## src/rtl/hamming_pkg.sv

```systemverilog
// Shared Hamming helpers: parity-bit count and codeword position/index mapping.
// Used by both encoder and decoder so the bit layout is defined in one place.
package hamming_pkg;

  typedef enum logic [1:0] {HD_OK, HD_CORR, HD_UNC} hd_status_e;

  function automatic int calc_m(input int k);
    if (k <= 1)         return 2;
    else if (k <= 4)    return 3;
    else if (k <= 11)   return 4;
    else if (k <= 26)   return 5;
    else if (k <= 57)   return 6;
    else if (k <= 120)  return 7;
    else if (k <= 247)  return 8;
    else if (k <= 502)  return 9;
    else if (k <= 1013) return 10;
    else                return 11;
  endfunction

  function automatic logic is_pow2(input int p);
    return (p > 0) && ((p & (p - 1)) == 0);
  endfunction

  // Data bit idx lives at the idx-th non-power-of-two position (3,5,6,7,9,...).
  function automatic int data_pos(input int idx);
    int cnt;
    int pos;
    cnt = 0;
    pos = 0;
    for (int p = 3; p < idx + 16; p++) begin
      if (!is_pow2(p)) begin
        if (cnt == idx && pos == 0) pos = p;
        cnt++;
      end
    end
    return pos;
  endfunction

  // Inverse of data_pos for a non-power-of-two position.
  function automatic int pos_to_index(input int pos);
    return pos - $clog2(pos + 1) - 1;
  endfunction

endpackage

```

## src/rtl/hd_syndrome_gen.sv

```systemverilog
// Stage 2 of the Hamming decoder: syndrome of the registered codeword,
// delivered from a register.
module hd_syndrome_gen import hamming_pkg::*; #(
  parameter int K = 8,
  parameter int M = calc_m(K)
) (
  input  logic           clk,
  input  logic           rst,
  input  logic [K+M-1:0] cw,
  output logic [M-1:0]   syn
);

  logic [M-1:0] contrib [K];
  logic [M-1:0] syn_d;
  logic [M-1:0] syn_q;

  genvar gi;
  generate
    for (gi = 0; gi < K; gi++) begin : g_col
      localparam int POS = data_pos(gi);
      // A set data bit contributes its own position to the syndrome.
      assign contrib[gi] = cw[gi] ? POS[M-1:0] : '0;
    end
  endgenerate

  always_comb begin
    syn_d = cw[K+M-1:K];
    for (int i = 0; i < K; i++) syn_d = syn_d ^ contrib[i];
  end

  always_ff @(posedge clk or negedge rst) begin
    if (!rst) syn_q <= '0;
    else      syn_q <= syn_d;
  end

  assign syn = syn_q;

endmodule

```

## src/rtl/hd_top.sv

```systemverilog
// Three-stage Hamming SEC decoder: input reg -> syndrome reg -> corrected output reg.
// Define HD_ERR_CNT_EN to build the saturating 16-bit error event counter.
module hd_top import hamming_pkg::*; #(
  parameter  int K = 8,
  localparam int M = calc_m(K)
) (
  input  logic           clk,
  input  logic           rst,
  input  logic           cvld,
  input  logic [K+M-1:0] cin,
  output logic           dvld,
  output logic [K-1:0]   dout,
  output logic           err_corr,
  output logic           err_unc,
  input  logic           cnt_clr,
  output logic [15:0]    err_cnt
);

  localparam int N = K + M;

  logic           vld1_d, vld1_q;
  logic [N-1:0]   cw1_d, cw1_q;
  logic           vld2_d, vld2_q;
  logic [K-1:0]   data2_d, data2_q;
  logic [M-1:0]   syn2;
  logic           dvld_d, dvld_q;
  logic [K-1:0]   dout_d, dout_q;
  logic           corr_d, corr_q;
  logic           unc_d, unc_q;
  logic [K-1:0]   fix_mask;
  hd_status_e     status;

  always_comb begin
    vld1_d  = cvld;
    cw1_d   = cin;
    vld2_d  = vld1_q;
    data2_d = cw1_q[K-1:0];
  end

  hd_syndrome_gen #(.K(K), .M(M)) u_syn (
    .clk (clk),
    .rst (rst),
    .cw  (cw1_q),
    .syn (syn2)
  );

  // Only a syndrome equal to a data position flips a data bit.
  genvar gi;
  generate
    for (gi = 0; gi < K; gi++) begin : g_fix
      localparam int POS = data_pos(gi);
      assign fix_mask[gi] = (int'(syn2) == POS);
    end
  endgenerate

  always_comb begin
    status = HD_OK;
    if (int'(syn2) > N)   status = HD_UNC;
    else if (syn2 != '0)  status = HD_CORR;
  end

  always_comb begin
    dvld_d = vld2_q;
    dout_d = dout_q;
    corr_d = 1'b0;
    unc_d  = 1'b0;
    if (vld2_q) begin
      dout_d = data2_q ^ fix_mask;
      corr_d = (status == HD_CORR);
      unc_d  = (status == HD_UNC);
    end
  end

  always_ff @(posedge clk or negedge rst) begin
    if (!rst) begin
      vld1_q  <= 1'b0;
      cw1_q   <= '0;
      vld2_q  <= 1'b0;
      data2_q <= '0;
      dvld_q  <= 1'b0;
      dout_q  <= '0;
      corr_q  <= 1'b0;
      unc_q   <= 1'b0;
    end else begin
      vld1_q  <= vld1_d;
      cw1_q   <= cw1_d;
      vld2_q  <= vld2_d;
      data2_q <= data2_d;
      dvld_q  <= dvld_d;
      dout_q  <= dout_d;
      corr_q  <= corr_d;
      unc_q   <= unc_d;
    end
  end

  assign dvld     = dvld_q;
  assign dout     = dout_q;
  assign err_corr = corr_q;
  assign err_unc  = unc_q;

`ifdef HD_ERR_CNT_EN
  logic [15:0] err_cnt_d, err_cnt_q;

  // Clear has priority over a same-cycle error event.
  always_comb begin
    err_cnt_d = err_cnt_q;
    if (cnt_clr)
      err_cnt_d = '0;
    else if (dvld_q && (corr_q || unc_q) && (err_cnt_q != 16'hFFFF))
      err_cnt_d = err_cnt_q + 16'd1;
  end

  always_ff @(posedge clk or negedge rst) begin
    if (!rst) err_cnt_q <= '0;
    else      err_cnt_q <= err_cnt_d;
  end

  assign err_cnt = err_cnt_q;
`else
  logic cnt_clr_unused;
  assign cnt_clr_unused = cnt_clr;
  assign err_cnt        = '0;
`endif

endmodule

```

## config.mk

```make
export PLATFORM = sky130hd
export DESIGN_NAME = hd_top
export DESIGN_NICKNAME = d
export VERILOG_FILES = /design/src/rtl/hamming_pkg.sv /design/src/rtl/hd_syndrome_gen.sv /design/src/rtl/hd_top.sv
export SDC_FILE = /design/constraint.sdc
export NUM_CORES = 1
export LEC_CHECK = 0
export BUFFER_PORTS_ARGS = -buffer_cell sky130_fd_sc_hd__buf_2
export CORE_MARGIN = 8
export CORE_UTILIZATION = 28
export DETAILED_ROUTE_END_ITERATION = 16
export GPL_TIMING_DRIVEN = 0
export SLEW_MARGIN = 20
export SYNTH_ARGS = -nofsm -noshare
export SYNTH_HDL_FRONTEND = slang
export SYNTH_HIERARCHICAL = 1
export SYNTH_SLANG_ARGS = --single-unit
```

## constraint.sdc

```tcl
create_clock -name clk -period 1.6 [get_ports clk]
set_clock_uncertainty 0.15 [all_clocks]
set_input_delay 0.16 -clock clk [delete_from_list [all_inputs] [get_ports clk]]
set_output_delay 0.16 -clock clk [all_outputs]
set_load 0.005 [all_outputs]
```

==> results of run 1 <==
-- report_power, final --
group / internal [mW] / switching [mW] / total (mW)
logic: 0.239 / 0.149 / 0.388
clock network: 0.467 / 0.316 / 0.783
registers: 1.04 / 0.0873 / 1.12
-- area by class of cell --
cell class	instances	share of cell area
Buffer	19	0.06939
Clock buffer	6	0.03594
Clock inverter	2	0.01921
Inverter	1	0.001859
Multi-Input combinational cell	64	0.2404
Sequential cell	37	0.4585
Tap cell	70	0.04337
Timing Repair Buffer	39	0.1314
-- repair_timing --
action / CTS / global route
hold endpoints to repair: 50 / 0
hold buffers: 14 / 0
gates resized for setup: 0 / 0
setup endpoints to repair: 0 / 0
-- registers in the layout (all words and copies together) (netlist names) --
name / cells
cw1_q: 12
data2_q: 8
dout: 8
u_syn/syn: 4
dvld: 1
dvld_d: 1
err_corr: 1
err_unc: 1
vld1_q: 1
-- logic make-up after synthesis --
family                    count (synthesis)  share of synthesized area
DFF                                      37                     0.6177
other                                     1                   0.002502
xor gates and xnor gates                 20                     0.1586
AOI/OAI and AO/OA                         9                    0.03172
and+or+nand+nor                          19                    0.09349
buffers and inverters                    20                    0.09599
-- stage by stage --
stage	worst slack [ps]	instances	area, um2	utilization	hold slack, ps
floorplan	205.6	121	1555	-	-285.6
global route	96.51	238	2019	0.3929	205.7
global placement	166.0	216	1768	0.3440	117.9
detailed placement	147.3	216	1768	0.3440	119.3
finish	148.8	238	2019	0.3929	201.0
CTS	131.9	238	2019	0.3929	204.8
-- worst paths after layout --
| path | startpoint | endpoint | slack [ps] | depth (start not counted) |
|---|---|---|---|---|
| min in group asynchronous | rst | cw1_q[11]$_DFF_PN0_ | 340 | 2 |
| max in group asynchronous | rst | dout[0]$_DFFE_PN0P_ | 460 | 2 |
| max | u_syn/syn[1]$_DFF_PN0_ | err_corr$_DFF_PN0_ | 150 | 2 |
| max reg2reg | u_syn/syn[1]$_DFF_PN0_ | err_corr$_DFF_PN0_ | 150 | 2 |
| min reg2reg | vld1_q$_DFF_PN0_ | dvld_d$_DFF_PN0_ | 200 | 0 |
| min | vld1_q$_DFF_PN0_ | dvld_d$_DFF_PN0_ | 200 | 0 |
-- synth_stat cells (all sizes together) --
library cell / instances / area share
nand4b: 2 / 0.012
conb: 1 / 0.0025
and3: 1 / 0.0042
xor2: 4 / 0.023
inv: 1 / 0.0025
nor2: 9 / 0.023
xnor2: 12 / 0.075
dfrtp: 37 / 0.62
a21oi: 8 / 0.027
and4bb: 6 / 0.050
or4: 1 / 0.0050
clkbuf: 1 / 0.0025
buf: 18 / 0.091
xnor3: 4 / 0.060
o211ai: 1 / 0.0050
-- layout by cell type (no fill, tap or decap), types with 2 or more instances in the layout --
| master | synthesis | routed |
|---|---|---|
| a21oi_1 | 8 | 8 |
| nand4b_1 | 2 | 2 |
| nor2_1 | 9 | 9 |
| xor2_1 | 4 | 4 |
| buf_2 | 1 | 26 |
| xnor2_1 | 11 | 11 |
| and4bb_1 | 4 | 4 |
| clkbuf_1 | 1 | 2 |
| and4bb_2 | 2 | 2 |
| dlygate4sd3_1 | 0 | 14 |
| clkbuf_8 | 0 | 5 |
| buf_4 | 16 | 16 |
| conb_1 | 1 | 16 |
| dfrtp_1 | 37 | 37 |
| xnor3_1 | 4 | 4 |
-- per-layer routing --
layer | global-route usage | vias up
li1 | - | 439
met2 | 0.1084 | 41
met3 | 0.03676 | 6
met5 | 0 | -
met4 | 0.03625 | 0
met1 | 0.07036 | 388
==> metrics.txt, run 1 <==
WL met3=339 um; maxcap violations=0; Synth-to-Final Area Change=34.72%; Core Footprint=5140 um2; largest fanout on the critical path=10; fin crit period=1451 ps; final WL=2527 um; critical path type=reg2reg; largest net degree at the start of global routing=38; WL met2=1114 um; post-route ant nets=0; Overall Global Routing Usage=0.06790; synth warn=6; via density per instance=3.672; clock transition at the registers of the reported paths=70 ps; gpl congestion=0.6873; IO Pins=43; status=complete, no violations; floorplan row count=26; crit start category=register; initial core utilization=0.2916; Top Metal Used=met4; Iteration-0 DRC Markers=48; RSZ-0062 raised after global routing=no; worst hold path class=reg2reg; CP delay by family, top=simple AND/OR/NAND/NOR gates; CP cell instances=or4_1 > and3_1; Critical-path top delay cell=or4_1; Setup TNS=0 ps; cell area after synthesis=1499 um2; Syn Inst Count=106; FILL cells=492; # diodes=0; wl on met1=1035 um; Design Power=2.296 mW; root buf cell=clkbuf_8; Die H=89.17 um; GRT overflow=0; Power Dens Cells=1137 nW/um2; clock latency on the worst-skew pair=290 ps; post-synthesis sequential area ratio=0.6177; number of port buffers=25; first-pass GRT wire length=4057 um; Max clock buf depth=2; vias in the first global route=896; area of the multi-input gates=485.5 um2; Final #Nets=183; Peak VDD IR=667.6 uV; Worst Tran Pin Value=788.9 ps; die area=7950 um2; clk sinks=37; fmax=689.1 MHz; number of buffers created by CTS=5; leak pwr=0.9721 nW; #FFs+latches synth=37; CP max stage delay=530 ps; H-tree depth=2; Synth cell types=19; TritonCTS clock tree=done; Slew HR=0.4740; Final period util=0.9070; Register Area=925.9 um2; initial antenna violation count=0; Setup crit end kind=register; Slew Limit Fails=0; share of layout cells above drive strength 1=0.3155; total iterations of the first detailed-routing run=4; WP buf/inv=0; average size of a mapped cell=14.14 um2; post-CTS setup buffer count=0; Final setup viols=0; WL/cell=10.62 um; routed vias=874; CP required=1620 ps; die width=89.17 um; Arr. time, crit path=1470 ps; DRC viols=0; Fin. Hold Viols=0
Note: power is estimated with default switching activity, not from simulation.
==> run 2, diff against run 1 <==
--- a/config.mk
+++ b/config.mk
@@ -5,6 +5,7 @@
 export SDC_FILE = /design/constraint.sdc
 export NUM_CORES = 1
 export LEC_CHECK = 0
+export ABC_AREA = 1
 export BUFFER_PORTS_ARGS = -buffer_cell sky130_fd_sc_hd__buf_2
 export CORE_MARGIN = 8
 export CORE_UTILIZATION = 28
==> run 2 against run 1 <==
- synthesized cell count is 92% higher
- via count grew 48%
- setup slack better by 240 ps
- core utilization down 1.8 points
- critical endpoint is now dout[3]$_DFFE_PN0P_
- count of clock-buffer cells in the layout shrank 1
- highest routed layer unchanged
- total power decreased by 7.1%
- die area up 9.6%
- largest cell class unchanged
- critical path type unchanged
==> metrics.txt, run 2 <==
Slew HR=0.4771; Final setup viols=0; cell mode on critical path=nand3_1; total iterations of the first detailed-routing run=4; initial antenna violation count=0; # diodes=0; Most flops, register=cw1_q; placed cell area=1951 um2; Critical-path top delay cell=dfrtp_1; clock latency on the worst-skew pair=280 ps; Synth cell types=16; DRC viols=0; Max clock buf depth=2; crit start category=register; most frequent cells in the layout=nand2_1 (85), dfrtp_1 (37), buf_2 (25); Worst Tran Pin Value=784.4 ps; post-synthesis sequential area ratio=0.5527; RSZ-0062 raised after global routing=no; area share of the largest cell type after synthesis=0.5527; TritonCTS clock tree=done; fin area=2195 um2; synth top area cells=dfrtp_1 (55%), nand2_1 (19%), buf_4 (7.2%), nand3_1 (6.9%), inv_1 (5.4%); Syn Inst Count=203; Fin. Hold Viols=0; Synth-to-Final Area Change=30.99%; Slew Limit Fails=0; via density per instance=3.820; cell area after synthesis=1675 um2; largest net degree at the start of global routing=38; final WL=2993 um; WL/cell=8.829 um; pre-CTS WS=396.7 ps; share of layout cells above drive strength 1=0.2197; critical path type=reg2reg; routed vias=1295; asr flop ratio synth=1.000; fmax=825.7 MHz; worst hold path class=reg2reg; Die H=93.35 um; Main synth FF type=dfrtp_1; clock transition at the registers of the reported paths=70 ps; CP required=1620 ps; IO Pins=43; synth warn=6; Final period util=0.7569; largest area contributor in the netlist=dfrtp_1; Setup TNS=0 ps; DP Wirelength=2286 um; Overall Global Routing Usage=0.07631; Design Power=2.134 mW; Iteration-0 DRC Markers=37; top post-synthesis cells by count=nand2_1 (85), dfrtp_1 (37), inv_1 (24), nand3_1 (23), buf_4 (16); Power Dens Cells=972.2 nW/um2; average size of a mapped cell=8.253 um2; Largest register FFs=12; number of buffers created by CTS=5; leak pwr=1.247 nW; die area=8714 um2; CP cell instances=inv_1 > nor2_2 > nand3_1 > nand3_1 > nand2_1; Setup crit end kind=register; final worst slack=388.9 ps; die width=93.35 um; CP max stage delay=400 ps; floorplan row count=28; number of port buffers=25; commonest non-fill, non-tap cell in the layout=nand2_1; fin crit period=1211 ps; Core Footprint=5851 um2; Final #Nets=280; Peak VDD IR=550.7 uV; clk sinks=37; H-tree depth=2; Arr. time, crit path=1230 ps; vias in the first global route=1281; status=complete, no violations; #FFs+latches synth=37; root buf cell=clkbuf_8; maxcap violations=0; Min Hold Slack=192.4 ps; GRT overflow=0; most common cell in the synthesized netlist=nand2_1; FILL cells=613; gpl congestion=0.7158; post-route ant nets=0; initial core utilization=0.2864; largest fanout on the critical path=6; number of synthesized flops with an enable pin=0; first-pass GRT wire length=5368 um; post-CTS setup buffer count=0
[run 2: cell types whose count changed after synthesis, moves of 5 or more]
| cell | delta |
|---|---|
| inv_1 | +23 |
| nor2_1 | -8 |
| nand3_1 | +23 |
| xnor2_1 | -10 |
| nand2_1 | +85 |
| a21oi_1 | -7 |
| nor2_2 | +5 |
[run 2: what timing repair did]
action,CTS,global route
hold buffers,14,0
setup endpoints to repair,0,0
hold endpoints to repair,50,0
resized for setup,0,0
[run 2: area by class of cell]
| cell class | instances | area, um2 | share of cell area |
|---|---|---|---|
| sequential | 37 | 925.9 | 0.4219 |
| buffer | 17 | 133.9 | 0.06100 |
| inverter | 28 | 105.1 | 0.04789 |
| timing repair buffer | 39 | 265.3 | 0.1209 |
| clock buffer | 5 | 68.82 | 0.03136 |
| tap | 75 | 93.84 | 0.04276 |
| clock inverter | 2 | 35.03 | 0.01596 |
| multi-input combinational | 136 | 566.8 | 0.2583 |
[run 2: routing by layer]
layer	track usage	up-vias	part of all wire
met5	0	-	0
met4	0.02819	0	0.015
met3	0.03205	5	0.069
met2	0.1281	36	0.44
met1	0.08398	554	0.48
li1	-	700	-
[run 2: power breakdown]
part / switching (mW) / internal [mW] / total, mW
registers: 0.0527 / 1.01 / 1.06
clock network: 0.301 / 0.453 / 0.754
logic: 0.174 / 0.146 / 0.320
[run 2: cell families (layout without fill, tap and decap cells)]
| logic type | Yosys count | count (layout) | synth area share |
|---|---|---|---|
| compound gates | 2 | 2 | 0.005969 |
| xor+xnor | 1 | 1 | 0.005229 |
| buf+inv | 45 | 91 | 0.1426 |
| flops | 37 | 37 | 0.5527 |
| other cells | 1 | 16 | 0.002238 |
| simple gates | 117 | 117 | 0.2913 |
[run 2: stage by stage]
step	std cells	util
CTS	339	0.3751
detailed placement	318	0.3334
floorplan	218	-
global placement	318	0.3334
finish	339	0.3751
global route	339	0.3751
[run 2: final timing paths]
path                       slack (ps)  cells after the start                   start                    to
max reg2reg                       390                      5  u_syn/syn[2]$_DFF_PN0_   dout[3]$_DFFE_PN0P_
max in group asynchronous         460                      2                     rst  data2_q[5]$_DFF_PN0_
min reg2reg                       190                      0        vld1_q$_DFF_PN0_      dvld_d$_DFF_PN0_
max                               390                      5  u_syn/syn[2]$_DFF_PN0_   dout[3]$_DFFE_PN0P_
min                               190                      0        vld1_q$_DFF_PN0_      dvld_d$_DFF_PN0_
min in group asynchronous         350                      2                     rst      dvld_d$_DFF_PN0_
[run 2: worst max-delay path: cells and delay by family (launching register included)]
family | cells | cell delay [ps]
AND/OR/NAND/NOR | 4 | 480
flip-flops | 1 | 400
buffers and inverters | 1 | 70
==> run 3, diff against run 2 <==
==> constraint.sdc (replaced) <==
create_clock -name clk -period 1.1 [get_ports clk]
set_clock_uncertainty 0.15 [all_clocks]
set_input_delay 0.11 -clock clk [delete_from_list [all_inputs] [get_ports clk]]
set_output_delay 0.11 -clock clk [all_outputs]
set_load 0.005 [all_outputs]
==> run 3 against run 2 <==
- final area is 8.4% higher
- first-iteration DRC count is 46% lower
- sequential share of layout area is 3.0 points lower
- clock power is 56% higher
- final cell count is 3.5% higher
- hold slack worse by 450 ps
- the flow now finishes with violations (negative hold slack, negative setup slack)
- critical path type unchanged
==> metrics.txt, run 3 (same netlist as run 2, synthesis figures left out) <==
die area=8714 um2; clock transition at the registers of the reported paths=70 ps; die width=93.35 um; initial core utilization=0.2864; flop-to-flop setup slack=-50 ps; DRC viols=0; leak pwr=1.305 nW; Max clock buf depth=2; post-route ant nets=0; Slew Limit Fails=0; fin crit period=1149 ps; crit start category=register; total iterations of the first detailed-routing run=4; clk sinks=37; CP startpoint=cw1_q[7]$_DFF_PN0_; Slew HR=0.4912; DP Wirelength=2236 um; RSZ-0062 raised after global routing=yes; final WL=3161 um; failing checks=negative hold slack, negative setup slack; Most flops, register=cw1_q; largest fanout on the critical path=4; # diodes=0; Core Footprint=5851 um2; clock latency on the worst-skew pair=280 ps; Final setup viols=8; Fin. Hold Viols=37; Power Dens Cells=1391 nW/um2; IO Pins=43; share of layout cells above drive strength 1=0.3659; Cells after DPL=318; Setup crit end kind=register; number of buffers created by CTS=5; critical path type=reg2reg; final worst slack=-49.14 ps; Worst Tran Pin Value=763.1 ps; most frequent cells in the layout=nand2_1 (74), dfrtp_1 (31), buf_4 (28); Arr. time, crit path=1180 ps; FILL cells=580; routed vias=1336; gpl congestion=0.7309; Die H=93.35 um; Peak VDD IR=930.8 uV; GRT overflow=0; number of port buffers=25; Synth-to-Final Area Change=42.05%; Final period util=1.045; Design Power=3.311 mW; first-pass GRT wire length=5333 um; CTS hold repair buffers=13; final core occ=0.4068; status=complete, but fails checks; Setup TNS=-279.5 ps; commonest non-fill, non-tap cell in the layout=nand2_1; CP required=1130 ps; Iteration-0 DRC Markers=20; Post-Layout Cell Count=351; Final #Nets=291; WL/cell=9.006 um; TritonCTS clock tree=done; via density per instance=3.806; Largest register FFs=12; R2R depth=5; floorplan row count=28; H-tree depth=2; vias in the first global route=1268; largest net degree at the start of global routing=38; worst r2r src=cw1_q[7]$_DFF_PN0_; worst hold path class=in2async; Min Hold Slack=-254.1 ps; initial antenna violation count=0; root buf cell=clkbuf_8; maxcap violations=0; fmax=870.2 MHz; Overall Global Routing Usage=0.07748
==> run 3: changes by cell type in the layout (fill, tap and decap cells not counted), sizes merged <==
| cell | before | now |
|---|---|---|
| dlygate4sd3 | 14 | 13 |
| clkbuf | 6 | 8 |
| buf | 41 | 53 |
| clkinv | 1 | 0 |
==> run 3: final timing paths <==
path / endpoint
max in group asynchronous: cw1_q[1]$_DFF_PN0_
worst min-delay path: dvld$_DFF_PN0_
worst max-delay path: u_syn/syn[3]$_DFF_PN0_
min in group clk: dvld_d$_DFF_PN0_
worst max register to register: u_syn/syn[3]$_DFF_PN0_
worst min register to register: dvld_d$_DFF_PN0_
==> run 3: routing by layer <==
layer,up-vias,wire length [um],track usage
li1,723,-,-
met5,-,0,0
met2,37,1400,0.1251
met1,570,1433,0.07860
met4,0,63,0.04161
met3,6,262,0.04247
==> run 3: critical path, stage by stage (launching register included) <==
cell,delay [ps]
dfrtp_1,410
or2_1,230
nand2_1,60
nand2_1,60
nand3_1,70
nand2_1,60
==> run 3: area by class of cell <==
class | instances | area, um2 | share of cell area
inverter | 28 | 105.1 | 0.04416
clock buffer | 7 | 86.33 | 0.03628
tap | 75 | 93.84 | 0.03943
buffer | 17 | 133.9 | 0.05626
sequential | 37 | 933.4 | 0.3922
timing repair buffer | 50 | 345.3 | 0.1451
multi-input combinational | 136 | 651.9 | 0.2739
clock inverter | 1 | 30.03 | 0.01262
==> run 3: power by group <==
group | leakage [nW] | internal [mW] | switching [mW]
sequential | 0.433 | 1.47 | 0.0911
combinational | 0.813 | 0.277 | 0.289
clock | 0.0585 | 0.739 | 0.446
==> run 3: through the flow <==
step | hold WS (ps) | instance area (um2) | setup WS (ps)
finish | -254.1 | 2380 | -49.14
global route | -204.9 | 2380 | -132.0
CTS | -235.9 | 2281 | -69.85
detailed placement | 69.34 | 1951 | -91.80
global placement | 67.93 | 1951 | -61.22
floorplan | -335.6 | 1732 | 16.00
==> run 3: what timing repair did <==
| item | in CTS | in global routing |
|---|---|---|
| hold endpoints to repair | 50 | 37 |
| gates resized for setup | 18 | 18 |
| pin swaps | 5 | 10 |
| setup endpoints to repair | 12 | 19 |
| setup buffers | 6 | 6 |
